File: src/rtl/sdram_init_monitor.sv
// Watches the controller's SDRAM command bus through the power-up/init sequence and flags illegal order or timing.
// Optional macro SDRAM_MON_TIMING_CHK_EN: reject any non-NOP inside the tRP/tRFC/tMRD windows (err_code 4).
module sdram_init_monitor #(
    parameter int POWERUP_CYCLES = 10000,
    parameter int TRP_CYCLES     = 2,
    parameter int TRFC_CYCLES    = 4,
    parameter int TMRD_CYCLES    = 2,
    parameter int REF_NUM        = 8
) (
    input  logic        clk,
    input  logic        rst_n,
    input  logic [3:0]  sdram_cmd,
    input  logic [11:0] sdram_addr,
    output logic        dev_ready,
    output logic        init_err,
    output logic [2:0]  err_code,
    output logic [3:0]  ref_cnt,
    output logic [11:0] mode_reg,
    output logic [3:0]  burst_len,
    output logic [1:0]  cas_lat
);
    localparam int MAX_A   = (POWERUP_CYCLES > TRFC_CYCLES) ? POWERUP_CYCLES : TRFC_CYCLES;
    localparam int MAX_B   = (TRP_CYCLES > TMRD_CYCLES) ? TRP_CYCLES : TMRD_CYCLES;
    localparam int CNT_MAX = (MAX_A > MAX_B) ? MAX_A : MAX_B;
    localparam int CW      = $clog2(CNT_MAX + 1);
    localparam logic [3:0] REF_NUM_W = 4'(REF_NUM);

    typedef enum logic [2:0] {
        PWR_WAIT, WAIT_PRE, T_RP, WAIT_REF, T_RFC, T_MRD, READY, ERROR
    } state_t;

    state_t          r_state, w_nxt_state;
    logic [CW-1:0]   r_cnt, w_nxt_cnt;
    logic            r_dev_ready, r_init_err;
    logic [2:0]      r_err_code, w_err_code;
    logic [3:0]      r_ref_cnt;
    logic [11:0]     r_mode_reg;
    logic [3:0]      r_burst_len, w_burst;
    logic [1:0]      r_cas_lat;
    logic            w_ref_inc, w_latch, w_win_bad;
    logic            w_nop, w_pre, w_aref, w_mrs, w_mode_bad;

    // DESELECT (cs_n=1) behaves exactly like NOP
    assign w_nop  = sdram_cmd[3] | (sdram_cmd == 4'b0111);
    assign w_pre  = (sdram_cmd == 4'b0010);
    assign w_aref = (sdram_cmd == 4'b0001);
    assign w_mrs  = (sdram_cmd == 4'b0000);

    assign w_mode_bad = sdram_addr[6] | ~sdram_addr[5] |
                        (sdram_addr[2:0] >= 3'd4 && sdram_addr[2:0] <= 3'd6);

    always_comb begin
        w_burst = 4'd0;
        case (sdram_addr[2:0])
            3'd0:    w_burst = 4'd1;
            3'd1:    w_burst = 4'd2;
            3'd2:    w_burst = 4'd4;
            3'd3:    w_burst = 4'd8;
            default: w_burst = 4'd0;
        endcase
    end

    always_comb begin
        w_nxt_state = r_state;
        w_nxt_cnt   = r_cnt;
        w_err_code  = 3'd0;
        w_ref_inc   = 1'b0;
        w_latch     = 1'b0;
        w_win_bad   = 1'b0;
        case (r_state)
            // the command may land on the POWERUP_CYCLES-th sampled cycle
            PWR_WAIT: begin
                if (!w_nop) begin
                    w_nxt_state = ERROR;
                    w_err_code  = 3'd1;
                end else if (r_cnt <= CW'(2)) begin
                    w_nxt_state = WAIT_PRE;
                end else begin
                    w_nxt_cnt = r_cnt - CW'(1);
                end
            end
            WAIT_PRE: begin
                if (w_pre && sdram_addr[10]) begin
                    w_nxt_state = (TRP_CYCLES > 1) ? T_RP : WAIT_REF;
                    w_nxt_cnt   = CW'(TRP_CYCLES - 1);
                end else if (w_pre) begin
                    w_nxt_state = ERROR;
                    w_err_code  = 3'd3;
                end else if (!w_nop) begin
                    w_nxt_state = ERROR;
                    w_err_code  = 3'd2;
                end
            end
            WAIT_REF: begin
                if (w_aref) begin
                    w_ref_inc   = 1'b1;
                    w_nxt_state = (TRFC_CYCLES > 1) ? T_RFC : WAIT_REF;
                    w_nxt_cnt   = CW'(TRFC_CYCLES - 1);
                end else if (w_pre && sdram_addr[10]) begin
                    w_nxt_state = (TRP_CYCLES > 1) ? T_RP : WAIT_REF;
                    w_nxt_cnt   = CW'(TRP_CYCLES - 1);
                end else if (w_pre) begin
                    w_nxt_state = ERROR;
                    w_err_code  = 3'd3;
                end else if (w_mrs) begin
                    // too few refreshes outranks a bad mode word
                    if (r_ref_cnt < REF_NUM_W) begin
                        w_nxt_state = ERROR;
                        w_err_code  = 3'd2;
                    end else if (w_mode_bad) begin
                        w_nxt_state = ERROR;
                        w_err_code  = 3'd5;
                    end else begin
                        w_latch     = 1'b1;
                        w_nxt_state = T_MRD;
                        w_nxt_cnt   = CW'(TMRD_CYCLES);
                    end
                end else if (!w_nop) begin
                    w_nxt_state = ERROR;
                    w_err_code  = 3'd2;
                end
            end
            T_RP, T_RFC, T_MRD: begin
`ifdef SDRAM_MON_TIMING_CHK_EN
                w_win_bad = !w_nop;
`else
                w_ref_inc = w_aref;
`endif
                if (w_win_bad) begin
                    w_nxt_state = ERROR;
                    w_err_code  = 3'd4;
                end else if (r_cnt <= CW'(1)) begin
                    w_nxt_state = (r_state == T_MRD) ? READY : WAIT_REF;
                end else begin
                    w_nxt_cnt = r_cnt - CW'(1);
                end
            end
            READY: begin
                w_ref_inc = w_aref;
                if (w_mrs && w_mode_bad) begin
                    w_nxt_state = ERROR;
                    w_err_code  = 3'd5;
                end else if (w_mrs) begin
                    w_latch = 1'b1;
                end
            end
            default: w_nxt_state = ERROR;
        endcase
    end

    always_ff @(posedge clk or negedge rst_n) begin
        if (!rst_n) begin
            r_state     <= PWR_WAIT;
            r_cnt       <= CW'(POWERUP_CYCLES);
            r_dev_ready <= 1'b0;
            r_init_err  <= 1'b0;
            r_err_code  <= 3'd0;
            r_ref_cnt   <= 4'd0;
            r_mode_reg  <= 12'd0;
            r_burst_len <= 4'd0;
            r_cas_lat   <= 2'd0;
        end else begin
            r_state     <= w_nxt_state;
            r_cnt       <= w_nxt_cnt;
            r_dev_ready <= (w_nxt_state == READY);
            r_init_err  <= (w_nxt_state == ERROR);
            if (w_nxt_state == ERROR && r_state != ERROR)
                r_err_code <= w_err_code;
            if (w_ref_inc && r_ref_cnt != 4'hF)
                r_ref_cnt <= r_ref_cnt + 4'd1;
            if (w_latch) begin
                r_mode_reg  <= sdram_addr;
                r_burst_len <= w_burst;
                r_cas_lat   <= sdram_addr[5:4];
            end
        end
    end

    assign dev_ready = r_dev_ready;
    assign init_err  = r_init_err;
    assign err_code  = r_err_code;
    assign ref_cnt   = r_ref_cnt;
    assign mode_reg  = r_mode_reg;
    assign burst_len = r_burst_len;
    assign cas_lat   = r_cas_lat;
endmodule

File: config.mk
export PLATFORM = sky130hd
export DESIGN_NAME = sdram_init_monitor
export DESIGN_NICKNAME = d
export VERILOG_FILES = /design/src/rtl/sdram_init_monitor.sv
export SDC_FILE = /design/constraint.sdc
export NUM_CORES = 1
export LEC_CHECK = 0
export ABC_CLOCK_PERIOD_IN_PS = 3000
export BUFFER_PORTS_ARGS = -buffer_cell sky130_fd_sc_hd__buf_4
export CORE_MARGIN = 5
export CORE_UTILIZATION = 50
export DETAILED_ROUTE_END_ITERATION = 10
export PLACE_DENSITY_LB_ADDON = 0.2
export SLEW_MARGIN = 30
export SYNTH_ARGS = -nofsm -noshare
export SYNTH_HDL_FRONTEND = slang
export SYNTH_SLANG_ARGS = --single-unit
File: constraint.sdc
create_clock -name clk -period 3 [get_ports clk]
set_input_delay 0 -clock clk [delete_from_list [all_inputs] [get_ports clk]]
set_output_delay 0 -clock clk [all_outputs]
set_load 0.1 [all_outputs]
==> results.py <==
metrics = {
    "clock_network": {
        "post_cts_buffers": 0,
        "cts_tree": "done",
        "clk_pin_slew_ps": 80,
        "clk_latency_ps": 300,
        "htree_levels": 2,
        "clock-root-buffer": "clkbuf_8",
        "cts_buffer_depth": 2,
        "cts_buffers": 5,
        "cts.sinks": 42,
    },
    "routing": {
        "wirelength_um": 5293,
        "drc": 0,
        "drt_iter0_markers": 145,
        "num_vias": 1929,
        "viasPerCell": 5.640,
        "wl_per_cell_um": 15.48,
        "ant_nets": 0,
        "drt_pass1_iterations": 4,
    },
    "sta": {
        "rsz0062_at_grt": "false",
        "fmax_ghz": 0.3682,
        "fin_setup_tns_ps": 0,
        "hold_ws_ps": 27.64,
        "slew_headroom_pct": 47.86,
        "setup_viol": 0,
        "finalCriticalPeriod_ps": 2716,
        "finalMaxSlewViolations": 0,
        "hold_violations": 0,
        "tightestPinTransition_ps": 776.1,
        "clock_skew_ps": 7.451,
        "finalCritPeriodShare_pct": 90.53,
    },
    "finish": {
        "drive_gt1_share_pct": 26.55,
        "layout.nets": 311,
        "fin_cells": 342,
        "largest_reg_flops": 14,
        "area_growth_pct": 26.71,
        "antennaDiodeCount": 0,
        "final_area_um2": 2825,
    },
    "place": {
        "gp_congestion": 0.8344,
        "port_buffers": 44,
        "placed_area_um2": 2596,
        "post-dp-hpwl_um": 3504,
        "placed_cells": 322,
    },
    "global_routing": {
        "grt-ovfl-total": 0,
        "antenna_found_initial": 0,
        "grt_pass1_vias": 1858,
        "grt_pass1_wl_um": 9011,
        "grt_max_degree": 43,
        "track_usage_pct": 18.76,
    },
    "floorplan": {
        "die_h_um": 76.78,
        "die_w_um": 76.78,
        "die-area_um2": 5894,
        "num_io_pins": 45,
        "core_um2": 4354,
        "start_util_pct": 51.21,
        "rows": 24,
    },
    "critical_path": {
        "cp-start-kind": "input port",
        "ff2ff_path_depth": 7,
        "critPathCaptureType": "flip-flop",
        "cp-endpoint": "r_cnt[4]",
        "crit_start": "sdram_addr[2]",
        "timing.reg2reg.setup_slack_ps": 310,
        "arrival_ps": 2930,
        "crit_fanout": 11,
        "regToRegStartpoint": "r_state[2]",
        "r2r_end": "burst_len[0]",
        "required_ps": 3210,
        "path_class": "in -> reg",
    },
    "power": {
        "peakVddDrop_v": 0.0008116,
        "powerDensity_nw_per_um2": 993.3,
        "p_leak_nw": 1.240,
    },
    "hold_path": {
        "hold_class": "in -> reg",
    },
    "yosys": {
        "yosysWarnings": 0,
        "synth.area.top_cells": "dfrtp_1, dfstp_2, o21ai_0",
        "synthArstFlopShare_pct": 100.0,
        "synth_edf_count": 0,
        "syn-num-nets": 257,
        "synth_top_area_cell": "dfrtp_1",
        "yosys_most_used_dff": "dfrtp_1",
        "synth_top_area_share_pct": 41.53,
        "avgSynthCellArea_um2": 9.488,
        "synth_seq_cells": 42,
        "syn_inst": 235,
        "synth_area_um2": 2230,
        "synth_cell_types": 53,
        "yosysSeqAreaShare_pct": 47.42,
    },
    "job": {
        "max_cap_violations": 0,
    },
    "run_status": {
        "status": "finished clean",
    },
}
Yosys cell counts, types with 2 or more instances:
master	instances
dfrtp_1	37
a21boi_0	3
buf_2	2
nand2_1	24
nand2b_1	8
o41ai_1	2
o21ai_1	4
nand3_1	2
a211oi_1	2
mux2_2	9
nor2b_1	3
nand4_1	2
dfstp_2	5
clkbuf_1	8
nand3b_1	5
nor3_1	9
ha_1	4
o211ai_1	3
a311oi_1	2
xnor2_1	2
nor2_1	20
o31ai_1	5
o21ai_0	24
and2_1	3
a21oi_1	11
inv_1	6
buf_4	2
or3_1	3
worst max-delay path, cell delays in order:
cell and delay [ps]:
dlygate4sd3_1 540, buf_4 160, a21boi_1 150, nor3b_1 590
a31oi_1 200, or4b_1 660, or3_1 420, o31ai_1 210
final cells by class:
type                            count  area [um^2]
Fill cell                         359         1529
Multi-Input combinational cell    175         1102
Sequential cell                    42         1059
Timing Repair Buffer               59        470.5
Clock buffer                        7        76.32
Tap cell                           52        65.06
Clock inverter                      1        30.03
Inverter                            6        22.52
routing by layer:
metal | GRT usage [%] | share of wire, %
met5 | 0 | 0
met4 | 5.769 | 0.83
met2 | 28.78 | 48
met3 | 5.972 | 6.0
met1 | 25.24 | 45
stage by stage:
stage	setup WS [ps]	utilization, %	power [W]
floorplan	576.0	-	0.002031
global placement	523.6	59.63	0.002333
detailed placement	429.5	59.63	0.002347
CTS	81.83	64.60	0.002808
global route	112.6	64.89	0.002990
finish	284.2	64.89	0.002806
how the worst min path moves through the flow:
stage	from	endpoint	slack [ps]	cells past startpoint
after global placement	rst_n	r_state[2]	20	1
after CTS	sdram_addr[10]	mode_reg[10]	30	3
final	sdram_addr[10]	mode_reg[10]	30	3
after detailed placement	rst_n	r_state[1]	20	1
after floorplan	rst_n	burst_len[0]	-300	0
after global routing	sdram_addr[10]	mode_reg[10]	50	3
cell usage in the layout, fill, tap and decap left out, drive strengths merged, types with 5 or more instances in the layout:
cell type,count
nor2,20
nor3,10
nand3b,5
mux2,9
nand2,25
dfrtp,37
dfstp,5
inv,6
dlygate4sd3,11
nand2b,8
clkbuf,7
buf,48
o31ai,5
o21ai,28
a21oi,11
kinds of logic (layout without fill, tap and decap cells):
group,Yosys count,count (layout),synth area share [%]
fa+ha+maj,4,4,2.245
flops,42,42,47.42
buf+inv,19,73,3.647
compound gates,68,68,19.64
xor+xnor,3,3,1.179
mux,9,9,4.546
simple gates,90,91,21.33
report_power, final:
part | internal [W] | total, W | switching, W
combinational | 0.000401 | 0.00140 | 0.000999
sequential | 0.000763 | 0.000957 | 0.000194
clock | 0.000249 | 0.000450 | 0.000200
total | 0.00141 | 0.00281 | 0.00139
timing repair:
action	CTS	global route
gates resized for setup	0	3
hold buffers	11	0
setup endpoints to repair	0	1
hold endpoints to repair	48	0
(Power assumes the default switching activity.)
